--- src/rtl/layer0_input_assembler.sv ---
// Serial feature quantiser and packer feeding the layer0 neuron bank.
// Optional saturation counter built when LAYER0_IN_SAT_CNT_EN is defined.
module layer0_input_assembler #(
  parameter int NUM_FEAT = 49,
  parameter int FEAT_W   = 16,
  parameter int IN_BITS  = 2,
  parameter int Q_SHIFT  = 8
) (
  input  logic                         clk,
  input  logic                         rst_n,
  input  logic                         s_valid,
  output logic                         s_ready,
  input  logic [FEAT_W-1:0]            s_data,
  input  logic                         s_last,
  output logic                         m_valid,
  input  logic                         m_ready,
  output logic [NUM_FEAT*IN_BITS-1:0]  m_data,
  output logic                         frame_err
`ifdef LAYER0_IN_SAT_CNT_EN
  ,
  output logic [15:0]                  sat_cnt
`endif
);

  localparam int VEC_W = NUM_FEAT * IN_BITS;
  localparam int IDX_W = (NUM_FEAT > 1) ? $clog2(NUM_FEAT) : 1;
  localparam logic [IDX_W-1:0] LAST_IDX = IDX_W'(NUM_FEAT - 1);
  localparam logic signed [FEAT_W-1:0] QMAX = FEAT_W'((1 << IN_BITS) - 1);

  typedef enum logic {FILL, HOLD} state_t;

  state_t                    state, state_nxt;
  logic [IDX_W-1:0]          idx;
  logic [VEC_W-1:0]          asm_buf, asm_nxt;
  logic signed [FEAT_W-1:0]  v;
  logic [IN_BITS-1:0]        q;
  logic                      neg, over;
  logic                      accept, at_last, complete, slot_free, drain_hold;

  // Quantiser: shift, then clamp into [0, 2^IN_BITS-1]
  always_comb begin
    v    = $signed(s_data) >>> Q_SHIFT;
    neg  = (v < 0);
    over = (v > QMAX);
    q    = v[IN_BITS-1:0];
    if (neg)       q = '0;
    else if (over) q = '1;
  end

  assign s_ready    = rst_n && (state == FILL);
  assign accept     = s_valid && s_ready;
  assign at_last    = (idx == LAST_IDX);
  assign complete   = accept && at_last;
  assign slot_free  = !m_valid || m_ready;
  assign drain_hold = (state == HOLD) && m_valid && m_ready;

  // Buffer with the current word merged in, so a completing vector can load directly
  always_comb begin
    asm_nxt = asm_buf;
    for (int i = 0; i < NUM_FEAT; i++)
      if (accept && idx == IDX_W'(i)) asm_nxt[i*IN_BITS +: IN_BITS] = q;
  end

  always_comb begin
    state_nxt = state;
    case (state)
      FILL:    if (complete && !slot_free) state_nxt = HOLD;
      HOLD:    if (drain_hold)             state_nxt = FILL;
      default: state_nxt = FILL;
    endcase
  end

  always_ff @(posedge clk) begin
    if (!rst_n) begin
      state     <= FILL;
      idx       <= '0;
      asm_buf   <= '0;
      m_valid   <= 1'b0;
      m_data    <= '0;
      frame_err <= 1'b0;
    end else begin
      state     <= state_nxt;
      frame_err <= accept && (at_last ? !s_last : s_last);
      if (accept) begin
        asm_buf <= asm_nxt;
        idx     <= (at_last || s_last) ? '0 : idx + 1'b1;
      end
      if (complete && slot_free) begin
        m_data  <= asm_nxt;
        m_valid <= 1'b1;
      end else if (drain_hold) begin
        m_data  <= asm_buf;
        m_valid <= 1'b1;
      end else if (m_ready) begin
        m_valid <= 1'b0;
      end
    end
  end

`ifdef LAYER0_IN_SAT_CNT_EN
  always_ff @(posedge clk) begin
    if (!rst_n)
      sat_cnt <= '0;
    else if (accept && (neg || over) && sat_cnt != 16'hFFFF)
      sat_cnt <= sat_cnt + 16'd1;
  end
`endif

endmodule
--- config.mk ---
export PLATFORM = sky130hd
export DESIGN_NAME = layer0_input_assembler
export DESIGN_NICKNAME = d
export VERILOG_FILES = /design/src/rtl/layer0_input_assembler.sv
export SDC_FILE = /design/constraint.sdc
export NUM_CORES = 1
export LEC_CHECK = 0
export CAP_MARGIN = 0
export CORE_MARGIN = 1
export CORE_UTILIZATION = 50
export CTS_BUF_LIST = sky130_fd_sc_hd__clkbuf_2
export DETAILED_ROUTE_END_ITERATION = 16
export PLACE_DENSITY_LB_ADDON = 0.25
export SYNTH_ARGS = -nofsm -noshare
export SYNTH_HDL_FRONTEND = slang
export SYNTH_SLANG_ARGS = --single-unit
--- constraint.sdc ---
create_clock -name clk -period 2.1 [get_ports clk]
set_input_delay 0.42 -clock clk [delete_from_list [all_inputs] [get_ports clk]]
set_output_delay 0.42 -clock clk [all_outputs]
set_load 0.02 [all_outputs]
==> Yosys cells after proc, flatten, opt, wreduce, memory -nomap -nowiden <==
Index checks and enable logic that the tools add are counted.
{ "totals": {"ff_bits": 205, "out_inout_bits": 101, "wordCells": 183} }
{ "classes": {"add_sub_neg": 1, "n_lt_le_gt_ge": 2, "n_eq_ne": 48, "n_mux": 61, "n_bitwise": 1, "n_reduce_logical": 64} }
{ "ops": {"columns": ["op", "n"], "rows": [
  ["2-to-1 mux 98 bit", 2],
  ["== test 6 bit (second input constant)", 17],
  ["2-to-1 mux 2 bit", 51],
  ["== test 6 x 5 -> 1 bit (second input constant)", 16],
  ["logical AND 1 bit", 56],
  ["== test 6 x 4 -> 1 bit (second input constant)", 8],
  ["== test 6 x 3 -> 1 bit (second input constant)", 4],
  ["== test 6 x 2 -> 1 bit (second input constant)", 2],
  ["> comparator 8 x 3 -> 1 bit (second input constant)", 1],
  ["< comparator 8 x 1 -> 1 bit (second input constant)", 1],
  ["adder 6 x 1 -> 6 bit (second input constant)", 1],
  ["== test 6 x 1 -> 1 bit (second input constant)", 1],
  ["zero test 6 bit", 1],
  ["2-to-1 mux 1 bit", 6],
  ["2-to-1 mux 6 bit", 1],
  ["zero test 1 bit", 3],
  ["nonzero test 3 bit", 1],
  ["logical OR 1 bit", 2],
  ["one-hot mux 1 bit (2 select lines)", 1],
  ["nonzero test 2 bit", 1],
  ["inverter 1 bit", 1]
]} }

==> Logic depth before layout (Yosys ltp) <==
{ "logic_depth": {"word_depth": 7, "mapped_depth": 10, "mapped_depth_nobuf": 7} }

==> Worst setup path after synthesis <==
Ideal clock, no wire load.
{ "synth_path": {"path_type": "register to register", "startpoint": "reg idx[0]", "endpoint": "reg idx[0]", "setup_time_ns": 0.128, "arrival_time_ns": 2.096, "required_ns": 1.972, "path_slack_ns": -0.125, "stages_incl_launch_ff": 9, "path_buffers": 1, "synth_period_minus_slack_ns": 2.225, "path_cell_list": "dfxtp_1 > inv_1 > ha_1 > clkbuf_1 > nand2_1 > or4b_2 > ha_1 > o21ai_1 > nor2_1"} }
{ "synth_via": {"elab_chain_len": 3, "word_cells_on_any_way": 4, "cone_classes": "add/sub: 1; eq/ne: 1; mux: 1; reduce/logical: 1"} }
{ "synth_rtl": {"columns": ["item", "line_no", "text"], "rows": [
  ["start: declaration", "33", "logic [IDX_W-1:0] idx;"],
  ["start signal: assignment", "86", "idx <= (at_last || s_last) ? '0 : idx + 1'b1;"],
  ["parallel branches: the longest is 2 deep, another holds adder 6 x 1 -> 6 bit", null, null],
  ["2-to-1 mux 6 bit (*)", "86", null]
]} }
Every way passes the cells marked *.
A chain may end at the register's enable or synchronous reset.

==> Final worst setup path <==
{ "layout_path": {"startpoint": "reg idx[0]", "endpoint": "reg idx[3]"} }
Same word-level chain as after synthesis.

==> qor.yml <==
h-tree-depth: 2
io_buffers: 113
syn_area_sq_um: 7620
hold_buffers: 0
antenna_cells: 0
rr_worst_depth: 7
synth_seq_cells: 205
met3_usage_pct: 5.905
rrSetupSlack_ns: 0.09
yosysUniqueCellTypes: 39
synth_top_flop_cell: "dfxtp_1"
status: "finished, violations left"
clock-sinks: 205
track_usage_pct: 23.25
synth.avg_cell_area_sq_um: 10.64
rsz0062_at_grt: "false"
drt_iter0_drc: 423
drc: 7
grt_pass1_vias: 6109
leakage_nw: 4.322
post_cts_buffers: 0
synth_most_common_cell: "dfxtp_1"
grt_overflow: 0
grt_util_met2_pct: 40.62
place_congestion: 0.7998
holdCritPathClass: "in -> reg"
end_kind: "flip-flop"
setup_tns_ns: 0
root_buffer: "clkbuf_2"
path_cells: "inv_1 -> ha_2 -> nand2_1 -> or4b_2 -> ha_1 -> o21ai_4 -> nor2_1"
clk_pin_slew_worst_paths_ns: 0.12
yosysWarnings: 0
postRouteAntennaNets: 0
start_util_pct: 51.84
path_max_fanout: 6
worst_pin_slew_ns: 0.5510
r2r_end: "idx[3]"
violations: "DRC"
yosys-top-cells-count: "205 x dfxtp_1, 96 x a22o_1, 71 x nor2b_1"
numCtsBuffers: 50
fillerInstances: 1223
cap_violations: 0
max_stage_delay_ns: 0.62
clk_latency_ns: 0.78
vias: 5805
die_x_microns: 125.5
detail_route.wl_per_cell_microns: 16.52
busiest_layer: "met2"
netlist_top_cells_area: "dfxtp_1 54%, a22o_1 11%, mux2i_1 8.9%, nor2b_1 5.8%, a21boi_0 3.1%"
cp_top_family: "simple AND/OR/NAND/NOR gates"
grt_max_degree: 55
ys_async_sr_fraction_pct: 0
drtPass1Iterations: 13
crit_slowest_cell: "or4b_2"
holdPathEnd: "state"
core_sq_um: 14700
layout.nets: 887
grt_pass1_wl_microns: 29740
antenna_found_initial: 0
max-vdd-ir-drop_mv: 0.4541
grtUsageMet1_pct: 28.03
die_h_microns: 125.5
worstSetupPathType: "reg -> reg"
arrival_ns: 2.63
fin_util_pct: 64.12
viasPerCell: 5.430
synth_fp_nets: 742
seq_area_frac_synth_pct: 53.86
layout-drive-gt1-share_pct: 15.25
yosysTopAreaCell: "dfxtp_1"
startpoint_type: "flip-flop"
synth_edf_count: 0
worst-path-buf-inv: 1
dieArea_sq_um: 15740
power_density_nw_per_um2: 686.2
pin_count: 122
fin_crit_ns: 2.008
fin_skew_ns: 0.05312
routed_wl_microns: 17670
critical_path_required_ns: 2.72
clock_path_buffers: 3
synthesis.instances: 716
min-delay-start: "rst_n"
seqCellArea_sq_um: 4105
hold_depth: 5
finalHoldViolations: 0
num_rows: 44
finalMaxSlewViolations: 0
multi_input_area_sq_um: 3259
cts_tree: "done"
synth_top_area_share_pct: 53.86
min_period_over_period_pct: 95.61
setup_viol: 0
syn_to_final_growth_pct: 23.69
r2r_start: "idx[0]"
max_freq_ghz: 0.4980
relSlewSlack_pct: 63.13
dp_hpwl_microns: 11700
stage by stage:
step / hold slack, ns / setup slack (ns) / std cells / power, W / area, sq um
6_report: 0.1946 / 0.09213 / 1069 / 0.006467 / 9425
2_1_floorplan: 0.4358 / -0.03373 / 716 / 0.004135 / 7635
3_5_place_dp: 0.4473 / -0.1155 / 993 / 0.004255 / 9155
3_3_place_gp: 0.4434 / -0.07493 / 993 / 0.004246 / 9155
5_1_grt: 0.1596 / 0.007783 / 1069 / 0.006793 / 9425
4_1_cts: 0.1237 / 0.01399 / 1069 / 0.006535 / 9410
sequential cells by signal (all words and copies together) (netlist names):
signal / count
m_data: 98
frame_err: 1
asm_buf: 98
state: 1
m_valid: 1
idx: 6
cells in the final DEF, fill, tap and decap left out, types with 20 or more instances in the layout:
| cell | count |
|---|---|
| nand2_1 | 38 |
| a21boi_0 | 31 |
| dfxtp_1 | 204 |
| buf_4 | 37 |
| clkbuf_2 | 69 |
| nand3_1 | 20 |
| mux2i_1 | 68 |
| nor2_1 | 27 |
| dlygate4sd2_1 | 99 |
| a22o_1 | 96 |
| nor2b_1 | 70 |
| o21ai_0 | 33 |
area by class of cell:
type / count / area share, %
multi-input combinational: 442 / 34.58
clock inverter: 7 / 0.3053
tap: 184 / 2.443
clock buffer: 69 / 3.664
inverter: 4 / 0.1593
sequential: 205 / 43.56
timing repair buffer: 158 / 15.29
layer usage:
| metal | vias up | share of wire (%) |
|---|---|---|
| met2 | 161 | 50 |
| met1 | 2772 | 44 |
| met3 | 12 | 5.2 |
| li1 | 2860 | - |
| met4 | 0 | 0.93 |
| met5 | - | 0 |
worst min-delay path, cell delays in order:
cell and delay, ns:
buf_2 0.10, buf_4 0.16, buf_4 0.17, nand2_1 0.06
nor2_1 0.03
worst max path at each step:
stage	startpoint	to	slack (ns)	cells after the start
4_1_cts	state	s_ready	0.01	3
2_1_floorplan	rst_n	m_data[64]	-0.03	6
5_1_grt	m_valid	m_valid	0.008	1
3_5_place_dp	s_valid	asm_buf[41]	-0.12	6
3_3_place_gp	s_valid	asm_buf[56]	-0.07	7
6_report	idx[0]	idx[3]	0.09	7
timing repair:
action / CTS / global route
resized for setup: 108 / 5
pin swaps: 0 / 1
setup endpoints to repair: 101 / 8
logic make-up (layout without fill, tap and decap cells):
logic type | after synthesis | count (layout) | share of synthesized area, %
simple gates | 194 | 194 | 14.24
buf+inv | 69 | 238 | 4.105
mux | 70 | 70 | 9.228
flops | 205 | 205 | 53.86
xor+xnor | 5 | 5 | 0.5748
fa+ha+maj | 5 | 5 | 0.8210
compound gates | 168 | 168 | 17.18
power by group:
group	internal (W)	total, W	switching [W]
combinational	0.000116	0.000275	0.000159
sequential	0.00389	0.00389	0.00000365
clock	0.000860	0.00230	0.00144
total	0.00486	0.00647	0.00160
Note: power is estimated with default switching activity, not from simulation.
